**src/rtl/decode_pkg.sv**
```systemverilog
// decode_pkg: shared types and constants for the RV32I decode stage.
//   - RV32I major opcode constants
//   - imm_src_t    : immediate format selector (I/S/B/U/J)
//   - result_src_t : writeback source select (ALU / memory / PC+4)
//   - alu_ctrl_t   : ALU operation encoding (0 = ADD)
//   - ctrl_bundle_t: every decoded control field carried down the pipe
//   - alu_op_decode: funct3 + alternate bit -> ALU operation
package decode_pkg;

  localparam logic [6:0] OPC_OP     = 7'b0110011;
  localparam logic [6:0] OPC_OP_IMM = 7'b0010011;
  localparam logic [6:0] OPC_LOAD   = 7'b0000011;
  localparam logic [6:0] OPC_STORE  = 7'b0100011;
  localparam logic [6:0] OPC_BRANCH = 7'b1100011;
  localparam logic [6:0] OPC_JAL    = 7'b1101111;
  localparam logic [6:0] OPC_JALR   = 7'b1100111;
  localparam logic [6:0] OPC_LUI    = 7'b0110111;
  localparam logic [6:0] OPC_AUIPC  = 7'b0010111;

  typedef enum logic [2:0] {
    IMM_I = 3'd0,
    IMM_S = 3'd1,
    IMM_B = 3'd2,
    IMM_U = 3'd3,
    IMM_J = 3'd4
  } imm_src_t;

  typedef enum logic [1:0] {
    RES_ALU = 2'd0,
    RES_MEM = 2'd1,
    RES_PC4 = 2'd2
  } result_src_t;

  // ALU_PASS_B forwards operand B (LUI); ALU_ADD_PC tells execute to use
  // the PC as operand A (AUIPC).
  typedef enum logic [3:0] {
    ALU_ADD    = 4'd0,
    ALU_SUB    = 4'd1,
    ALU_SLL    = 4'd2,
    ALU_SLT    = 4'd3,
    ALU_SLTU   = 4'd4,
    ALU_XOR    = 4'd5,
    ALU_SRL    = 4'd6,
    ALU_SRA    = 4'd7,
    ALU_OR     = 4'd8,
    ALU_AND    = 4'd9,
    ALU_PASS_B = 4'd10,
    ALU_ADD_PC = 4'd11
  } alu_ctrl_t;

  typedef struct packed {
    logic        reg_write;
    logic        mem_write;
    logic        mem_read;
    logic        alu_src;
    logic        branch;
    logic        jump;
    logic        illegal;
    result_src_t result_src;
    alu_ctrl_t   alu_ctrl;
  } ctrl_bundle_t;

  // alt selects SUB over ADD and SRA over SRL; other funct3 values ignore it.
  function automatic alu_ctrl_t alu_op_decode(input logic [2:0] funct3,
                                              input logic       alt);
    alu_ctrl_t op;
    case (funct3)
      3'b000:  op = alt ? ALU_SUB : ALU_ADD;
      3'b001:  op = ALU_SLL;
      3'b010:  op = ALU_SLT;
      3'b011:  op = ALU_SLTU;
      3'b100:  op = ALU_XOR;
      3'b101:  op = alt ? ALU_SRA : ALU_SRL;
      3'b110:  op = ALU_OR;
      default: op = ALU_AND;
    endcase
    return op;
  endfunction

endpackage

```
**src/rtl/decode_ctrl.sv**
```systemverilog
// decode_ctrl: purely combinational RV32I control decoder and immediate
// extender.
//   instr   in  32          raw instruction
//   ctrl    out bundle      decoded control fields
//   imm_ext out DATA_WIDTH  sign-extended immediate for the instruction format
// R-type and unknown opcodes report the I-format immediate (unused downstream).
module decode_ctrl
  import decode_pkg::*;
#(
  parameter int DATA_WIDTH = 32
) (
  input  logic [31:0]           instr,
  output ctrl_bundle_t          ctrl,
  output logic [DATA_WIDTH-1:0] imm_ext
);

  logic [6:0]  opcode;
  logic [2:0]  funct3;
  imm_src_t    imm_src;

  logic signed [11:0] imm_i;
  logic signed [11:0] imm_s;
  logic signed [12:0] imm_b;
  logic signed [31:0] imm_u;
  logic signed [20:0] imm_j;

  assign opcode = instr[6:0];
  assign funct3 = instr[14:12];

  assign imm_i = instr[31:20];
  assign imm_s = {instr[31:25], instr[11:7]};
  assign imm_b = {instr[31], instr[7], instr[30:25], instr[11:8], 1'b0};
  assign imm_u = {instr[31:12], 12'b0};
  assign imm_j = {instr[31], instr[19:12], instr[20], instr[30:21], 1'b0};

  always_comb begin
    ctrl            = '0;
    ctrl.result_src = RES_ALU;
    ctrl.alu_ctrl   = ALU_ADD;
    imm_src         = IMM_I;
    case (opcode)
      OPC_OP: begin
        ctrl.reg_write = 1'b1;
        ctrl.alu_ctrl  = alu_op_decode(funct3, instr[30]);
      end
      OPC_OP_IMM: begin
        // instr[30] is an immediate bit except for the SRAI/SRLI pair
        ctrl.reg_write = 1'b1;
        ctrl.alu_src   = 1'b1;
        ctrl.alu_ctrl  = alu_op_decode(funct3, (funct3 == 3'b101) && instr[30]);
      end
      OPC_LOAD: begin
        ctrl.reg_write  = 1'b1;
        ctrl.mem_read   = 1'b1;
        ctrl.alu_src    = 1'b1;
        ctrl.result_src = RES_MEM;
      end
      OPC_STORE: begin
        ctrl.mem_write = 1'b1;
        ctrl.alu_src   = 1'b1;
        imm_src        = IMM_S;
      end
      OPC_BRANCH: begin
        ctrl.branch   = 1'b1;
        ctrl.alu_ctrl = ALU_SUB;
        imm_src       = IMM_B;
      end
      OPC_JAL: begin
        ctrl.jump       = 1'b1;
        ctrl.reg_write  = 1'b1;
        ctrl.result_src = RES_PC4;
        imm_src         = IMM_J;
      end
      OPC_JALR: begin
        ctrl.jump       = 1'b1;
        ctrl.reg_write  = 1'b1;
        ctrl.alu_src    = 1'b1;
        ctrl.result_src = RES_PC4;
      end
      OPC_LUI: begin
        ctrl.reg_write = 1'b1;
        ctrl.alu_src   = 1'b1;
        ctrl.alu_ctrl  = ALU_PASS_B;
        imm_src        = IMM_U;
      end
      OPC_AUIPC: begin
        ctrl.reg_write = 1'b1;
        ctrl.alu_src   = 1'b1;
        ctrl.alu_ctrl  = ALU_ADD_PC;
        imm_src        = IMM_U;
      end
      default: begin
        ctrl.illegal = 1'b1;
      end
    endcase
  end

  // Size casts of the signed fields perform the sign extension.
  always_comb begin
    case (imm_src)
      IMM_I:   imm_ext = DATA_WIDTH'(imm_i);
      IMM_S:   imm_ext = DATA_WIDTH'(imm_s);
      IMM_B:   imm_ext = DATA_WIDTH'(imm_b);
      IMM_U:   imm_ext = DATA_WIDTH'(imm_u);
      IMM_J:   imm_ext = DATA_WIDTH'(imm_j);
      default: imm_ext = '0;
    endcase
  end

endmodule

```
**src/rtl/decode_stage.sv**
```systemverilog
// decode_stage: registered RV32I decode stage between fetch and execute.
//   clk, rst        clock, synchronous active-high reset
//   instr, pc       instruction and its PC from fetch, qualified by instr_valid
//   stall           downstream hold: pipeline register keeps its value
//   flush           squash: pipeline register loads a bubble
//   stall_req       combinational load-use hazard; fetch holds instr/pc
//   *_q             registered control, register indices, immediate and PC
//   illegal_q       registered instruction had an unsupported opcode
module decode_stage
  import decode_pkg::*;
#(
  parameter int DATA_WIDTH     = 32,
  parameter int ADDR_WIDTH     = 32,
  parameter int REG_ADDR_WIDTH = 5
) (
  input  logic                      clk,
  input  logic                      rst,
  input  logic [DATA_WIDTH-1:0]     instr,
  input  logic [ADDR_WIDTH-1:0]     pc,
  input  logic                      instr_valid,
  input  logic                      stall,
  input  logic                      flush,
  output logic                      stall_req,
  output logic                      valid_q,
  output logic                      RegWrite_q,
  output logic                      MemWrite_q,
  output logic                      MemRead_q,
  output logic                      ALUSrc_q,
  output logic                      Branch_q,
  output logic                      Jump_q,
  output logic [1:0]                ResultSrc_q,
  output logic [3:0]                ALUctrl_q,
  output logic [2:0]                funct3_q,
  output logic [REG_ADDR_WIDTH-1:0] rs1_q,
  output logic [REG_ADDR_WIDTH-1:0] rs2_q,
  output logic [REG_ADDR_WIDTH-1:0] rd_q,
  output logic [DATA_WIDTH-1:0]     ImmExt_q,
  output logic [ADDR_WIDTH-1:0]     pc_q,
  output logic                      illegal_q
);

  // ---- stage p0: combinational decode of the incoming instruction ----
  ctrl_bundle_t              ctrl_p0;
  logic [DATA_WIDTH-1:0]     imm_p0;
  logic [6:0]                opcode_p0;
  logic [REG_ADDR_WIDTH-1:0] rs1_p0;
  logic [REG_ADDR_WIDTH-1:0] rs2_p0;
  logic [REG_ADDR_WIDTH-1:0] rd_p0;
  logic                      uses_rs1_p0;
  logic                      uses_rs2_p0;

  decode_ctrl #(
    .DATA_WIDTH (DATA_WIDTH)
  ) u_decode_ctrl (
    .instr   (instr[31:0]),
    .ctrl    (ctrl_p0),
    .imm_ext (imm_p0)
  );

  assign opcode_p0 = instr[6:0];
  assign rd_p0     = instr[7 +: REG_ADDR_WIDTH];
  assign rs1_p0    = instr[15 +: REG_ADDR_WIDTH];
  assign rs2_p0    = instr[20 +: REG_ADDR_WIDTH];

  // Only fields the format really reads can create a dependency, so the
  // garbage in the rs1/rs2 slots of U/J types never stalls.
  assign uses_rs1_p0 = !((opcode_p0 == OPC_LUI) || (opcode_p0 == OPC_AUIPC) ||
                         (opcode_p0 == OPC_JAL));
  assign uses_rs2_p0 = (opcode_p0 == OPC_OP) || (opcode_p0 == OPC_STORE) ||
                       (opcode_p0 == OPC_BRANCH);

  // ---- stage p1: pipeline register ----
  ctrl_bundle_t              ctrl_p1;
  logic                      vld_p1;
  logic [2:0]                funct3_p1;
  logic [REG_ADDR_WIDTH-1:0] rs1_p1;
  logic [REG_ADDR_WIDTH-1:0] rs2_p1;
  logic [REG_ADDR_WIDTH-1:0] rd_p1;
  logic [DATA_WIDTH-1:0]     imm_p1;
  logic [ADDR_WIDTH-1:0]     pc_p1;

  // Hazard looks at the registered load against the incoming reader; once
  // the bubble is in, vld_p1 is 0 and the request drops on its own.
  assign stall_req = vld_p1 && ctrl_p1.mem_read && (rd_p1 != '0) && instr_valid &&
                     ((uses_rs1_p0 && (rs1_p0 == rd_p1)) ||
                      (uses_rs2_p0 && (rs2_p0 == rd_p1)));

  always_ff @(posedge clk) begin
    if (rst || flush) begin
      vld_p1    <= 1'b0;
      ctrl_p1   <= '0;
      funct3_p1 <= '0;
      rs1_p1    <= '0;
      rs2_p1    <= '0;
      rd_p1     <= '0;
      imm_p1    <= '0;
      pc_p1     <= '0;
    end else if (stall) begin
      vld_p1    <= vld_p1;
    end else if (stall_req || !instr_valid) begin
      vld_p1    <= 1'b0;
      ctrl_p1   <= '0;
      funct3_p1 <= '0;
      rs1_p1    <= '0;
      rs2_p1    <= '0;
      rd_p1     <= '0;
      imm_p1    <= '0;
      pc_p1     <= '0;
    end else begin
      vld_p1    <= 1'b1;
      ctrl_p1   <= ctrl_p0;
      funct3_p1 <= instr[14:12];
      rs1_p1    <= rs1_p0;
      rs2_p1    <= rs2_p0;
      rd_p1     <= rd_p0;
      imm_p1    <= imm_p0;
      pc_p1     <= pc;
    end
  end

  assign valid_q     = vld_p1;
  assign RegWrite_q  = ctrl_p1.reg_write;
  assign MemWrite_q  = ctrl_p1.mem_write;
  assign MemRead_q   = ctrl_p1.mem_read;
  assign ALUSrc_q    = ctrl_p1.alu_src;
  assign Branch_q    = ctrl_p1.branch;
  assign Jump_q      = ctrl_p1.jump;
  assign illegal_q   = ctrl_p1.illegal;
  assign ResultSrc_q = ctrl_p1.result_src;
  assign ALUctrl_q   = ctrl_p1.alu_ctrl;
  assign funct3_q    = funct3_p1;
  assign rs1_q       = rs1_p1;
  assign rs2_q       = rs2_p1;
  assign rd_q        = rd_p1;
  assign ImmExt_q    = imm_p1;
  assign pc_q        = pc_p1;

endmodule

```
**config.mk**
```make
export PLATFORM = sky130hd
export DESIGN_NAME = decode_stage
export DESIGN_NICKNAME = d
export VERILOG_FILES = /design/src/rtl/decode_pkg.sv /design/src/rtl/decode_ctrl.sv /design/src/rtl/decode_stage.sv
export SDC_FILE = /design/constraint.sdc
export NUM_CORES = 1
export LEC_CHECK = 0
export BUFFER_PORTS_ARGS = -buffer_cell sky130_fd_sc_hd__buf_2
export CORE_AREA = 4 4 94 96
export DETAILED_ROUTE_END_ITERATION = 7
export DIE_AREA = 0 0 98 100
export PLACE_DENSITY = 0.77
export REMOVE_ABC_BUFFERS = 1
export SLEW_MARGIN = 20
export SYNTH_ARGS = -nofsm -noshare
export SYNTH_HDL_FRONTEND = slang
export SYNTH_SLANG_ARGS = --single-unit
```
**constraint.sdc**
```tcl
create_clock -name clk -period 2.7 [get_ports clk]
set_input_delay 0.405 -clock clk [delete_from_list [all_inputs] [get_ports clk]]
set_output_delay 0.405 -clock clk [all_outputs]
set_load 0.005 [all_outputs]
```
## After elaboration in Yosys (flattened, before gate mapping)

Index checks and enable logic that the tools add are counted.

- Bits in registers: 96
- Latch bits: 0
- Memory bits (writable): 0
- ROM bits: 0
- Bits of input ports: 69
- Output and inout port bits: 97
- Word-level logic and storage cells: 86
- Memories kept: 0

- Add/sub/neg operators: 0
- Multiply operators: 0
- Div/mod/pow operators: 0
- Order comparisons: 0
- Equal/unequal tests: 21
- Shifts and indexed selects: 0
- Muxes and demuxes: 25
- Bitwise logic cells: 0
- Reductions and logical operators: 24

Operator list:

| operator | count |
|---|---|
| case mux 32 bit (5 select lines) | 1 |
| 2-to-1 mux 32 bit | 2 |
| case mux 4 bit (7 select lines) | 2 |
| == test 7 x 6 -> 1 bit (second input constant) | 3 |
| == test 7 bit (second input constant) | 3 |
| case mux 4 bit (5 select lines) | 1 |
| 2-to-1 mux 5 bit | 3 |
| == test 7 x 5 -> 1 bit (second input constant) | 2 |
| 2-to-1 mux 13 bit | 1 |
| == test 3 x 2 -> 1 bit (second input constant) | 4 |
| == test 3 bit (second input constant) | 4 |
| 2-to-1 mux 1 bit | 12 |
| case mux 3 bit (4 select lines) | 1 |
| == test 5 bit | 2 |
| OR reduction 9 bit | 1 |
| == test 7 x 2 -> 1 bit (second input constant) | 1 |
| logical AND 1 bit | 7 |
| logical OR 1 bit | 7 |
| OR reduction 7 bit | 1 |
| == test 3 x 1 -> 1 bit (second input constant) | 2 |
| zero test 3 bit | 2 |
| OR reduction 6 bit | 1 |
| nonzero test 5 bit | 1 |
| case mux 2 bit (2 select lines) | 1 |
| other kinds (3) | 5 |

## Depth between registers and ports, before layout

Gate-level depths: netlist of the first run.

- Depth in word-level cells: 9
- Depth in mapped cells: 9
- Gate-level depth less buffers: 5

## By module

A second synthesis of the first run with hierarchy kept.

- Cell total of the unflattened synthesis: 547
- Area, all modules: 4639.4 um2

By module, submodules not included:

| module | times used | cells each | area an instance (um2) | sequential area each (um2) |
|---|---|---|---|---|
| decode_stage | 1 | 454 | 3978.8 | 1921.8 |
| decode_ctrl | 1 | 93 | 660.6 | 0.0 |

## Worst setup path before layout of the first run

OpenSTA, ideal clock, no wires.

- Path kind: input-to-reg
- Start: input instr[3]
- End: register pc_p1[0], in the netlist pc_q[0]
- Library setup time: 0.117 ns
- Arrival time: 1.997 ns
- Path slack: 0.586 ns
- Cell stages on the path: 9
- Cells stage by stage: buf_4 -> nor2_4 -> o2111ai_1 -> o41a_1 -> and2_4 -> buf_6 -> buf_6 -> buf_6 -> a22o_1

- Longest elaborated chain between the ends: 9
- Elaborated cells on any way between the ends: 17

Ends and longest elaborated chain:

| what | line | RTL |
|---|---|---|
| start, declared | decode_stage.sv:18 | `input logic [DATA_WIDTH-1:0] instr,` |
| == test 7 x 6 -> 1 bit / == test 7 x 5 -> 1 bit (equally long branches) | decode_stage.sv:67 | `assign uses_rs1_p0 = !((opcode_p0 == OPC_LUI) \|\| (opcode_p0 == OPC_AUIPC) \|\|` |
| logical OR 1 bit (2 in series) | decode_stage.sv:67 |  |
| zero test 1 bit | decode_stage.sv:67 |  |
| logical AND 1 bit | decode_stage.sv:85 | `((uses_rs1_p0 && (rs1_p0 == rd_p1)) \|\|` |
| logical OR 1 bit * | decode_stage.sv:85 |  |
| logical AND 1 bit * | decode_stage.sv:84 | `assign stall_req = vld_p1 && ctrl_p1.mem_read && (rd_p1 != '0) && instr_valid &&` |
| logical OR 1 bit * | decode_stage.sv:100 | `end else if (stall_req \|\| !instr_valid) begin` |
| 2-to-1 mux 32 bit * | decode_stage.sv:100 |  |
| end signal, assigned | decode_stage.sv:117 | `pc_p1 <= pc;` |
| end, declared | decode_stage.sv:80 | `logic [ADDR_WIDTH-1:0] pc_p1;` |

Every way passes the cells marked *; elsewhere a longest branch is shown, timed or not.
A chain may end at the register's enable or synchronous reset.

## Final worst setup path of the first run

- Start: register rd_p1[0], in the netlist rd_q[0]
- End: output stall_req

- Longest elaborated chain between the ends: 4
- Elaborated cells on any way between the ends: 9

Ends and longest elaborated chain:

| what | line | RTL |
|---|---|---|
| start, declared | decode_stage.sv:78 | `logic [REG_ADDR_WIDTH-1:0] rd_p1;` |
| start signal, assigned | decode_stage.sv:115 | `rd_p1 <= rd_p0;` |
| == test 5 bit, or another cell as far along | decode_stage.sv:85 |  |
| logical AND 1 bit (on tied branches) | decode_stage.sv:85, decode_stage.sv:84, decode_stage.sv:86 |  |
| logical OR 1 bit / logical AND 1 bit (equally long branches) | decode_stage.sv:85, decode_stage.sv:84 |  |
| logical AND 1 bit * | decode_stage.sv:84 |  |
| end, declared | decode_stage.sv:23 | `output logic stall_req,` |

Marks and branches as above.

==> run metrics, run 1 <==
share of the yosys chip area belonging to registers=0.528; CTS H-tree lvls=3; CTS tree=built; power consumption=2630 uW; core area=0.00805 mm^2; Post-synth EDFFs=0; Synth top area share=0.528; final hold viol count=0; grt met3 use=0.0431; clock sinks=95; die span in y=100 um; largest net degree at the start of global routing=96; first-pass GRT wire length=15.9 mm; commonest cells in the netlist=95 x dfxtp_1, 51 x a22o_1, 42 x nand2_1; Slew HR=0.468; Post-synth ARST share=0; Leakage=0.00219 uW; vias in the first global route=3239; Tightest Pin Transition=0.795 ns; nets=583; CTS Buf Count=9; Main synth FF type=dfxtp_1; RSZ-0062 raised after global routing=no; clock skew=0.0152 ns; final setup fails=0; most frequent cell after synthesis=dfxtp_1; Final Cycle Share=0.852; Initial Utilization=0.447; Seq cells post-synth=95; Syn Inst Count=365; ant diodes=0; drt wl/cell=16.3 um; antenna violations before repair=0; final core utilization=0.580; Worst VDD drop=0.000261 V; initial DRC count=143; CP Data Required Time=2.30 ns; min cycle time layout=2.30 ns; Reg clk slew, reported paths=0.10 ns; Setup WS post-layout=0.401 ns; Core Rows=33; Synth area leaders=dfxtp_1 53%, a22o_1 12%, o21ai_0 4.6%, nand2_1 4.4%, a32o_1 3.6%; layout cells sized above 1=0.369; Yosys cell types=45; Crit. End Element=output pin; WL final=10.2 mm; Clk Latency, worst-skew pair=0.36 ns; GRT Util Overall=0.199; Die Area=0.00980 mm^2; area delta synth->final=29.7%; worst-path maximum fanout=6; Reg2Reg Setup Slack=0.51 ns; post-CTS setup buffer count=0; Ys Warns=0; post-CTS resize count=0; Final Wtd Congestion=0.777; r2r worst-path depth=5; Fill cells=761; startpoint types=flop; final instance area=0.00467 mm^2; Post-DP HPWL=7.27 mm; via count=3402; syn_area_per_cell=9.86 um^2; Antenna Nets Post-Route=0; met1 usage=0.255; Post-Place Worst Slack=0.423 ns; # IOs=166; Hold Path Depth=2; Max Clk Rate=435 MHz; Post-CTS Hold Buffers=0; outcome=finished clean; cell taking the most area after synthesis=dfxtp_1; dpl cell area=0.00447 mm^2; grt met2 use=0.326; critical path arrival=1.89 ns; CTS Buffer Depth=2; Pre-antenna DRT Iters=5; # port buffers=165; Max Slew Vio Count=0; Worst Hold Class=input pin to flop; Die X=98 um; routed vias/inst=5.46; gr ovfl total=0; Root Driver=clkbuf_8; layer with the highest usage=met2; # DRC=0; Power Density=563 mW/mm^2; maxcap violations=0; Mapped Area=0.00360 mm^2; crit path kind=flop to output pin
## kinds of logic (layout without fill, tap and decap cells)
| logic type | Yosys count | in the layout | synth area share |
|---|---|---|---|
| AO/OA/AOI/OAI | 140 | 140 | 0.282 |
| XOR/XNOR | 10 | 10 | 0.0243 |
| buffers and inverters | 36 | 189 | 0.0497 |
| flip-flops | 95 | 95 | 0.528 |
| AND/OR/NAND/NOR | 84 | 84 | 0.115 |
## state kept, by name, summed over array words and instances (netlist names), 2 cells and up
signal	cells
rs2_q	5
pc_q	32
ALUctrl_q	4
rd_q	5
rs1_q	5
ResultSrc_q	2
ImmExt_q	32
funct3_q	3
## routing by layer
metal  vias up  wire (um)
li1       1645          -
met5         -          0
met1      1614       4500
met3        17        608
met2       126       4860
met4         0        208
## cells in the final DEF (no fill, tap or decap), types with 2 or more instances in the layout
| cell | n |
|---|---|
| a31oi_1 | 2 |
| buf_4 | 3 |
| a211oi_1 | 4 |
| nand2_1 | 42 |
| dfxtp_1 | 95 |
| o21ai_0 | 33 |
| a21o_1 | 2 |
| and3_1 | 3 |
| nor3b_1 | 3 |
| a21oi_1 | 22 |
| a22o_1 | 51 |
| clkbuf_8 | 10 |
| xnor2_1 | 10 |
| a22oi_1 | 4 |
| inv_1 | 4 |
| nor4_1 | 3 |
| buf_12 | 2 |
| nand3_1 | 7 |
| buf_2 | 165 |
| nor2_1 | 10 |
| a32o_1 | 13 |
| nand3b_1 | 2 |
## critical path: stages, from the launching register on
cell and delay [ns]:
dfxtp_1 0.49, xnor2_1 0.16, nand3_1 0.13, or4_4 0.50, o41ai_1 0.08, buf_2 0.19
## per-stage QoR
stage	hold WS [ns]	instances	setup TNS, ns
6_report	0.258	623	0
5_1_grt	0.246	623	0
4_1_cts	0.244	623	0
3_5_place_dp	0.443	608	0
3_3_place_gp	0.430	608	0
2_1_floorplan	0.447	333	-309.08
## final cells by class
type / count / area (um^2) / area share
Clock buffer: 10 / 138 / 0.0295
Multi-Input combinational cell: 234 / 1530 / 0.327
Clock inverter: 5 / 66.3 / 0.0142
Inverter: 4 / 15.0 / 0.00322
Tap cell: 105 / 131 / 0.0281
Sequential cell: 95 / 1900 / 0.407
Timing Repair Buffer: 170 / 888 / 0.190
## power breakdown
group          switching, uW  total (uW)  internal [uW]  leakage [uW]
clock                    496         956            460      0.000101
sequential              15.2        1440           1430      0.000769
combinational            126         229            103       0.00132
total                    638        2630           1990       0.00219
## final timing paths
kind                               from           to
worst max-delay path            rd_q[0]    stall_req
worst min-delay path              pc[9]      pc_q[9]
worst max register to register  rd_q[1]  ImmExt_q[8]
worst min register to register  valid_q      valid_q
Power figures use the tool's default switching activity.
==> inputs of run 2 (changes only) <==
--- a/config.mk
+++ b/config.mk
@@ -5,12 +5,12 @@
 export SDC_FILE = /design/constraint.sdc
 export NUM_CORES = 1
 export LEC_CHECK = 0
+export ABC_AREA = 1
 export BUFFER_PORTS_ARGS = -buffer_cell sky130_fd_sc_hd__buf_2
-export CORE_AREA = 4 4 94 96
+export CORE_AREA = 4 4 106 108
 export DETAILED_ROUTE_END_ITERATION = 7
-export DIE_AREA = 0 0 98 100
-export PLACE_DENSITY = 0.77
-export REMOVE_ABC_BUFFERS = 1
+export DIE_AREA = 0 0 110 112
+export PLACE_DENSITY = 0.76
 export SLEW_MARGIN = 20
 export SYNTH_ARGS = -nofsm -noshare
 export SYNTH_HDL_FRONTEND = slang
==> constraint.sdc (replaced) <==
create_clock -name clk -period 1.96 [get_ports clk]
set_input_delay 0.294 -clock clk [delete_from_list [all_inputs] [get_ports clk]]
set_output_delay 0.294 -clock clk [all_outputs]
set_load 0.005 [all_outputs]
==> run metrics, run 2 <==
slowest CP cell=dfxtp_4; crit path kind=flop to output pin; largest net degree at the start of global routing=96; first-pass GRT wire length=21.2 mm; grt met3 use=0.0429; CP peak stage delay=0.37 ns; Max Clk Rate=534 MHz; Post-synth ARST share=0; Core Rows=37; Worst VDD drop=0.000334 V; Leakage=0.00250 uW; Antenna Nets Post-Route=0; via count=4586; Die X=110 um; final core utilization=0.555; Post-synth EDFFs=0; # port buffers=165; CTS Buf Count=9; Clk Latency, worst-skew pair=0.37 ns; critical path arrival=1.58 ns; area delta synth->final=24.4%; cell taking the most area after synthesis=dfxtp_1; Pre-antenna DRT Iters=5; final instance area=0.00568 mm^2; Post-Place Worst Slack=0.0926 ns; Post-CTS Hold Buffers=0; drt wl/cell=15.5 um; Syn Nets=659; Die Area=0.0123 mm^2; CTS H-tree lvls=3; Seq cells post-synth=95; grt met2 use=0.339; Initial Utilization=0.446; Hold Path Depth=3; Setup WS post-layout=0.0865 ns; clock sinks=95; power consumption=3740 uW; dpl cell area=0.00544 mm^2; Reg clk slew, reported paths=0.10 ns; Slew HR=0.649; cell count along the critical path=7; GRT Util Overall=0.216; layer with the highest usage=met2; Root Driver=clkbuf_8; maxcap violations=0; Ys Warns=0; Mapped Area=0.00456 mm^2; CP Data Required Time=1.67 ns; commonest cells in the netlist=145 x nand2_1, 95 x dfxtp_1, 78 x a21oi_1; Final Wtd Congestion=0.911; outcome=finished clean; share of the yosys chip area belonging to registers=0.417; WL final=13.5 mm; Main synth FF type=dfxtp_1; Crit. End Element=output pin; Post-DP HPWL=9.80 mm; Power Density=658 mW/mm^2; final setup fails=0; antenna violations before repair=0; final hold viol count=0; # IOs=166; Yosys cell types=29; startpoint types=flop; met1 usage=0.285; most common cell after layout, fill and taps aside=buf_2; CTS tree=built; Synth top area share=0.417; clock skew=0.00952 ns; Worst Hold Class=input pin to flop; Tightest Pin Transition=0.526 ns; Synth area leaders=dfxtp_1 42%, nand2_1 12%, nand3_2 11%, a21oi_1 8.6%, nand3_1 6.1%; Final Cycle Share=0.956; worst-path maximum fanout=6; die span in y=112 um; vias in the first global route=4262; syn_area_per_cell=7.73 um^2; Max Slew Vio Count=0; TNS Setup=0 ns; initial DRC count=329; CTS Buffer Depth=2; Syn Inst Count=590; ant diodes=0; nets=804; routed vias/inst=5.24; r2r worst-path depth=9; core area=0.0102 mm^2; layout cells sized above 1=0.382; most frequent cells in the layout=165 x buf_2, 145 x nand2_1, 90 x dfxtp_1, 78 x a21oi_1, 56 x nand3_1; min cycle time layout=1.87 ns; CP top delay family=flip-flops; gr ovfl total=0; CP Buf/Inv Count=2; most frequent cell after synthesis=nand2_1; crit path cell chain=xor2_1 -> a21oi_1 -> nand3_2 -> nand2_2 -> nand2_4 -> inv_1 -> buf_2; # DRC=0
==> run 2: cell type report <==
| cell class | instances | area, um^2 |
|---|---|---|
| repair buffers | 179 | 993 |
| clock inverters | 6 | 67.6 |
| inverters | 34 | 130 |
| clock buffers | 10 | 128 |
| multi-input cells | 416 | 2270 |
| well taps | 136 | 170 |
| fillers | 984 | 4550 |
| flip-flops and latches | 95 | 1920 |
==> run 2: per-layer routing <==
layer | routed length, um | vias to the layer above
met1 | 5700 | 2144
li1 | - | 2238
met4 | 431 | 0
met2 | 6430 | 173
met3 | 976 | 31
met5 | 0 | -
==> run 2: what timing repair did <==
| action | CTS | global route |
|---|---|---|
| pin swaps | 0 | 3 |
| setup endpoints to repair | 1 | 1 |
| setup buffers | 0 | 3 |
| resized for setup | 3 | 6 |
==> run 2: kinds of logic (layout without fill, tap and decap cells) <==
family | after synthesis | in the layout | share of synthesized area
AND/OR/NAND/NOR | 291 | 291 | 0.337
AO/OA/AOI/OAI | 120 | 120 | 0.149
flip-flops | 95 | 95 | 0.417
buffers and inverters | 79 | 229 | 0.0880
XOR/XNOR | 5 | 5 | 0.00960
==> run 2: worst paths after layout <==
check	start	to	slack, ns
worst min-delay path	pc[2]	pc_q[2]	0.17
worst max-delay path	rd_q[0]	stall_req	0.09
worst max register to register	rd_q[0]	pc_q[22]	0.31
worst min register to register	pc_q[20]	pc_q[20]	0.47
==> run 2: report_power, final <==
part | internal, uW | total, uW | switching (uW) | leakage (uW)
sequential | 1960 | 1980 | 20.6 | 0.000772
clock | 597 | 1310 | 709 | 0.0000933
combinational | 169 | 449 | 280 | 0.00163
==> run 2: worst min-delay path, stage by stage <==
cell and delay, ns:
buf_2 0.10, nand3_2 0.06, a21oi_1 0.05
==> run 2: metrics by stage <==
| stage | std cells | hold WS [ns] |
|---|---|---|
| after detailed placement | 857 | 0.453 |
| after CTS | 873 | 0.153 |
| after global routing | 876 | 0.154 |
| after floorplan | 590 | 0.437 |
| after global placement | 857 | 0.440 |
| final | 876 | 0.168 |
==> inputs of run 3 (changes only) <==
--- a/config.mk
+++ b/config.mk
@@ -7,11 +7,12 @@
 export LEC_CHECK = 0
 export ABC_AREA = 1
 export BUFFER_PORTS_ARGS = -buffer_cell sky130_fd_sc_hd__buf_2
-export CORE_AREA = 4 4 106 108
+export CORE_AREA = 4 4 108 110
 export DETAILED_ROUTE_END_ITERATION = 7
-export DIE_AREA = 0 0 110 112
-export PLACE_DENSITY = 0.76
+export DIE_AREA = 0 0 112 114
+export PLACE_DENSITY = 0.75
 export SLEW_MARGIN = 20
 export SYNTH_ARGS = -nofsm -noshare
 export SYNTH_HDL_FRONTEND = slang
+export SYNTH_HIERARCHICAL = 1
 export SYNTH_SLANG_ARGS = --single-unit
==> run metrics, run 3 <==
most frequent cells in the layout=165 x buf_2, 162 x nand2_1, 91 x dfxtp_1, 75 x nand3_1, 66 x a21oi_1; Clk Latency, worst-skew pair=0.37 ns; area of the multi-input gates=0.00236 mm^2; Synth area leaders=dfxtp_1 41%, nand2_1 13%, nand3_1 8.0%, a21oi_1 7.0%, nand3_2 6.6%; crit path cell chain=inv_2 -> nand2_1 -> nand2_1 -> nor2_1 -> nand2_1 -> o21ai_2 -> nand2_4 -> inv_1 -> buf_2; Critical R2R Launch=rd_q[4]; Post-synth ARST share=0; CTS Buf Count=9; maxcap violations=0; Final Wtd Congestion=0.899; Fill cells=1063; CTS Buffer Depth=2; r2r worst-path depth=11; critical path arrival=1.50 ns; Core Rows=38; area delta synth->final=23.8%; Max Clk Rate=556 MHz; core area=0.0107 mm^2; routed vias/inst=5.07; Setup WS post-layout=0.163 ns; commonest cells in the netlist=162 x nand2_1, 96 x dfxtp_1, 75 x nand3_1; largest net degree at the start of global routing=54; # IOs=166; worst-path maximum fanout=8; CP peak stage delay=0.40 ns; min cycle time layout=1.80 ns; Pre-antenna DRT Iters=5; cell taking the most area after synthesis=dfxtp_1; nets=837; Main synth FF type=dfxtp_1; CTS H-tree lvls=3; Syn Nets=689; Tightest Pin Transition=0.554 ns; crit path kind=flop to output pin; Final Cycle Share=0.917; Mapped Area=0.00470 mm^2; Yosys cell types=29; Reg2Reg Setup Slack=0.34 ns; most frequent cell after synthesis=nand2_1; Die X=112 um; final setup fails=0; clock sinks=96; Slew HR=0.630; Synth top area share=0.409; Reg clk slew, reported paths=0.10 ns; Worst Hold Launch=pc[17]; outcome=finished clean; power consumption=3710 uW; slowest CP cell=dfxtp_2; gr ovfl total=0; Worst VDD drop=0.000413 V; reg2reg end=ImmExt_q[20]; Post-Place Worst Slack=0.249 ns; # port buffers=165; antenna violations before repair=1; WL final=13.3 mm; most common cell after layout, fill and taps aside=buf_2; Initial Utilization=0.440; # DRC=0; Worst Hold Class=input pin to flop; drt wl/cell=14.6 um; Leakage=0.00263 uW; syn_area_per_cell=7.59 um^2; cell mode on critical path=nand2_1; Max Slew Vio Count=0; share of the yosys chip area belonging to registers=0.409; Seq cells post-synth=96; worst setup path endpoint=stall_req; RSZ-0062 raised after global routing=no; Antenna Nets Post-Route=0; die span in y=114 um; Ys Warns=6; TNS Setup=0 ns; Post-synth EDFFs=0; CTS tree=built; GRT Util Overall=0.203; sequential cell area=0.00193 mm^2; first-pass GRT wire length=21.4 mm; final hold viol count=0; Root Driver=clkbuf_8; initial DRC count=495; Power Density=637 mW/mm^2; Critical path origin=rd_q[4]; ant diodes=0; Post-DP HPWL=9.52 mm; vias in the first global route=4130; layout cells sized above 1=0.380; Die Area=0.0128 mm^2; CP Data Required Time=1.67 ns; clock skew=0.00954 ns; Crit. End Element=output pin; startpoint types=flop; Syn Inst Count=620; via count=4630; Post-CTS Hold Buffers=0
run 3: worst max-delay path: cells and delay by family, from the launching register on:
kind            cells  cell delay (ns)
simple gates        5             0.38
flops               1             0.40
buf+inv             3             0.21
compound gates      1             0.15
run 3: final cells by class:
type | count | area share
Timing Repair Buffer | 183 | 0.178
Sequential cell | 96 | 0.331
Tap cell | 140 | 0.0301
Multi-Input combinational cell | 439 | 0.405
Clock buffer | 11 | 0.0243
Clock inverter | 5 | 0.00688
Inverter | 39 | 0.0251
run 3: stage by stage:
step	cells	hold WS, ns	instance area (um^2)	util
4_1_cts	908	0.161	5790	0.541
5_1_grt	913	0.147	5820	0.544
3_3_place_gp	892	0.442	5600	0.523
2_1_floorplan	620	0.437	4700	-
6_report	913	0.167	5820	0.544
3_5_place_dp	892	0.452	5600	0.523
run 3: metal layers:
layer	GRT usage	vias to the layer above	routed length, um
met1	0.291	2090	6070
met3	0.0536	21	1160
met4	0.0577	2	198
met5	0	-	7
li1	-	2323	-
met2	0.302	194	5880
run 3: logic make-up after synthesis:
logic type	after synthesis	synth area share
AND/OR/NAND/NOR	314	0.330
AO/OA/AOI/OAI	120	0.160
flip-flops	96	0.409
buffers and inverters	85	0.0920
XOR/XNOR	5	0.00931
run 3: timing repair:
item,4_1_cts,5_1_grt
setup endpoints to repair,1,1
buffers inserted,0,5
resized for setup,5,0
pin swaps,0,1
run 3: worst min-delay path by stage:
stage                              end  cells after the start
after floorplan               pc_q[10]                      2
after global placement    ImmExt_q[17]                      2
after detailed placement      rs2_q[1]                      2
after CTS                     pc_q[17]                      3
after global routing          pc_q[25]                      3
final                         pc_q[17]                      3
run 3: where the power goes:
part	internal, uW	total (uW)	switching (uW)
logic	182	476	294
clock network	504	1230	724
registers	1980	2010	20.2
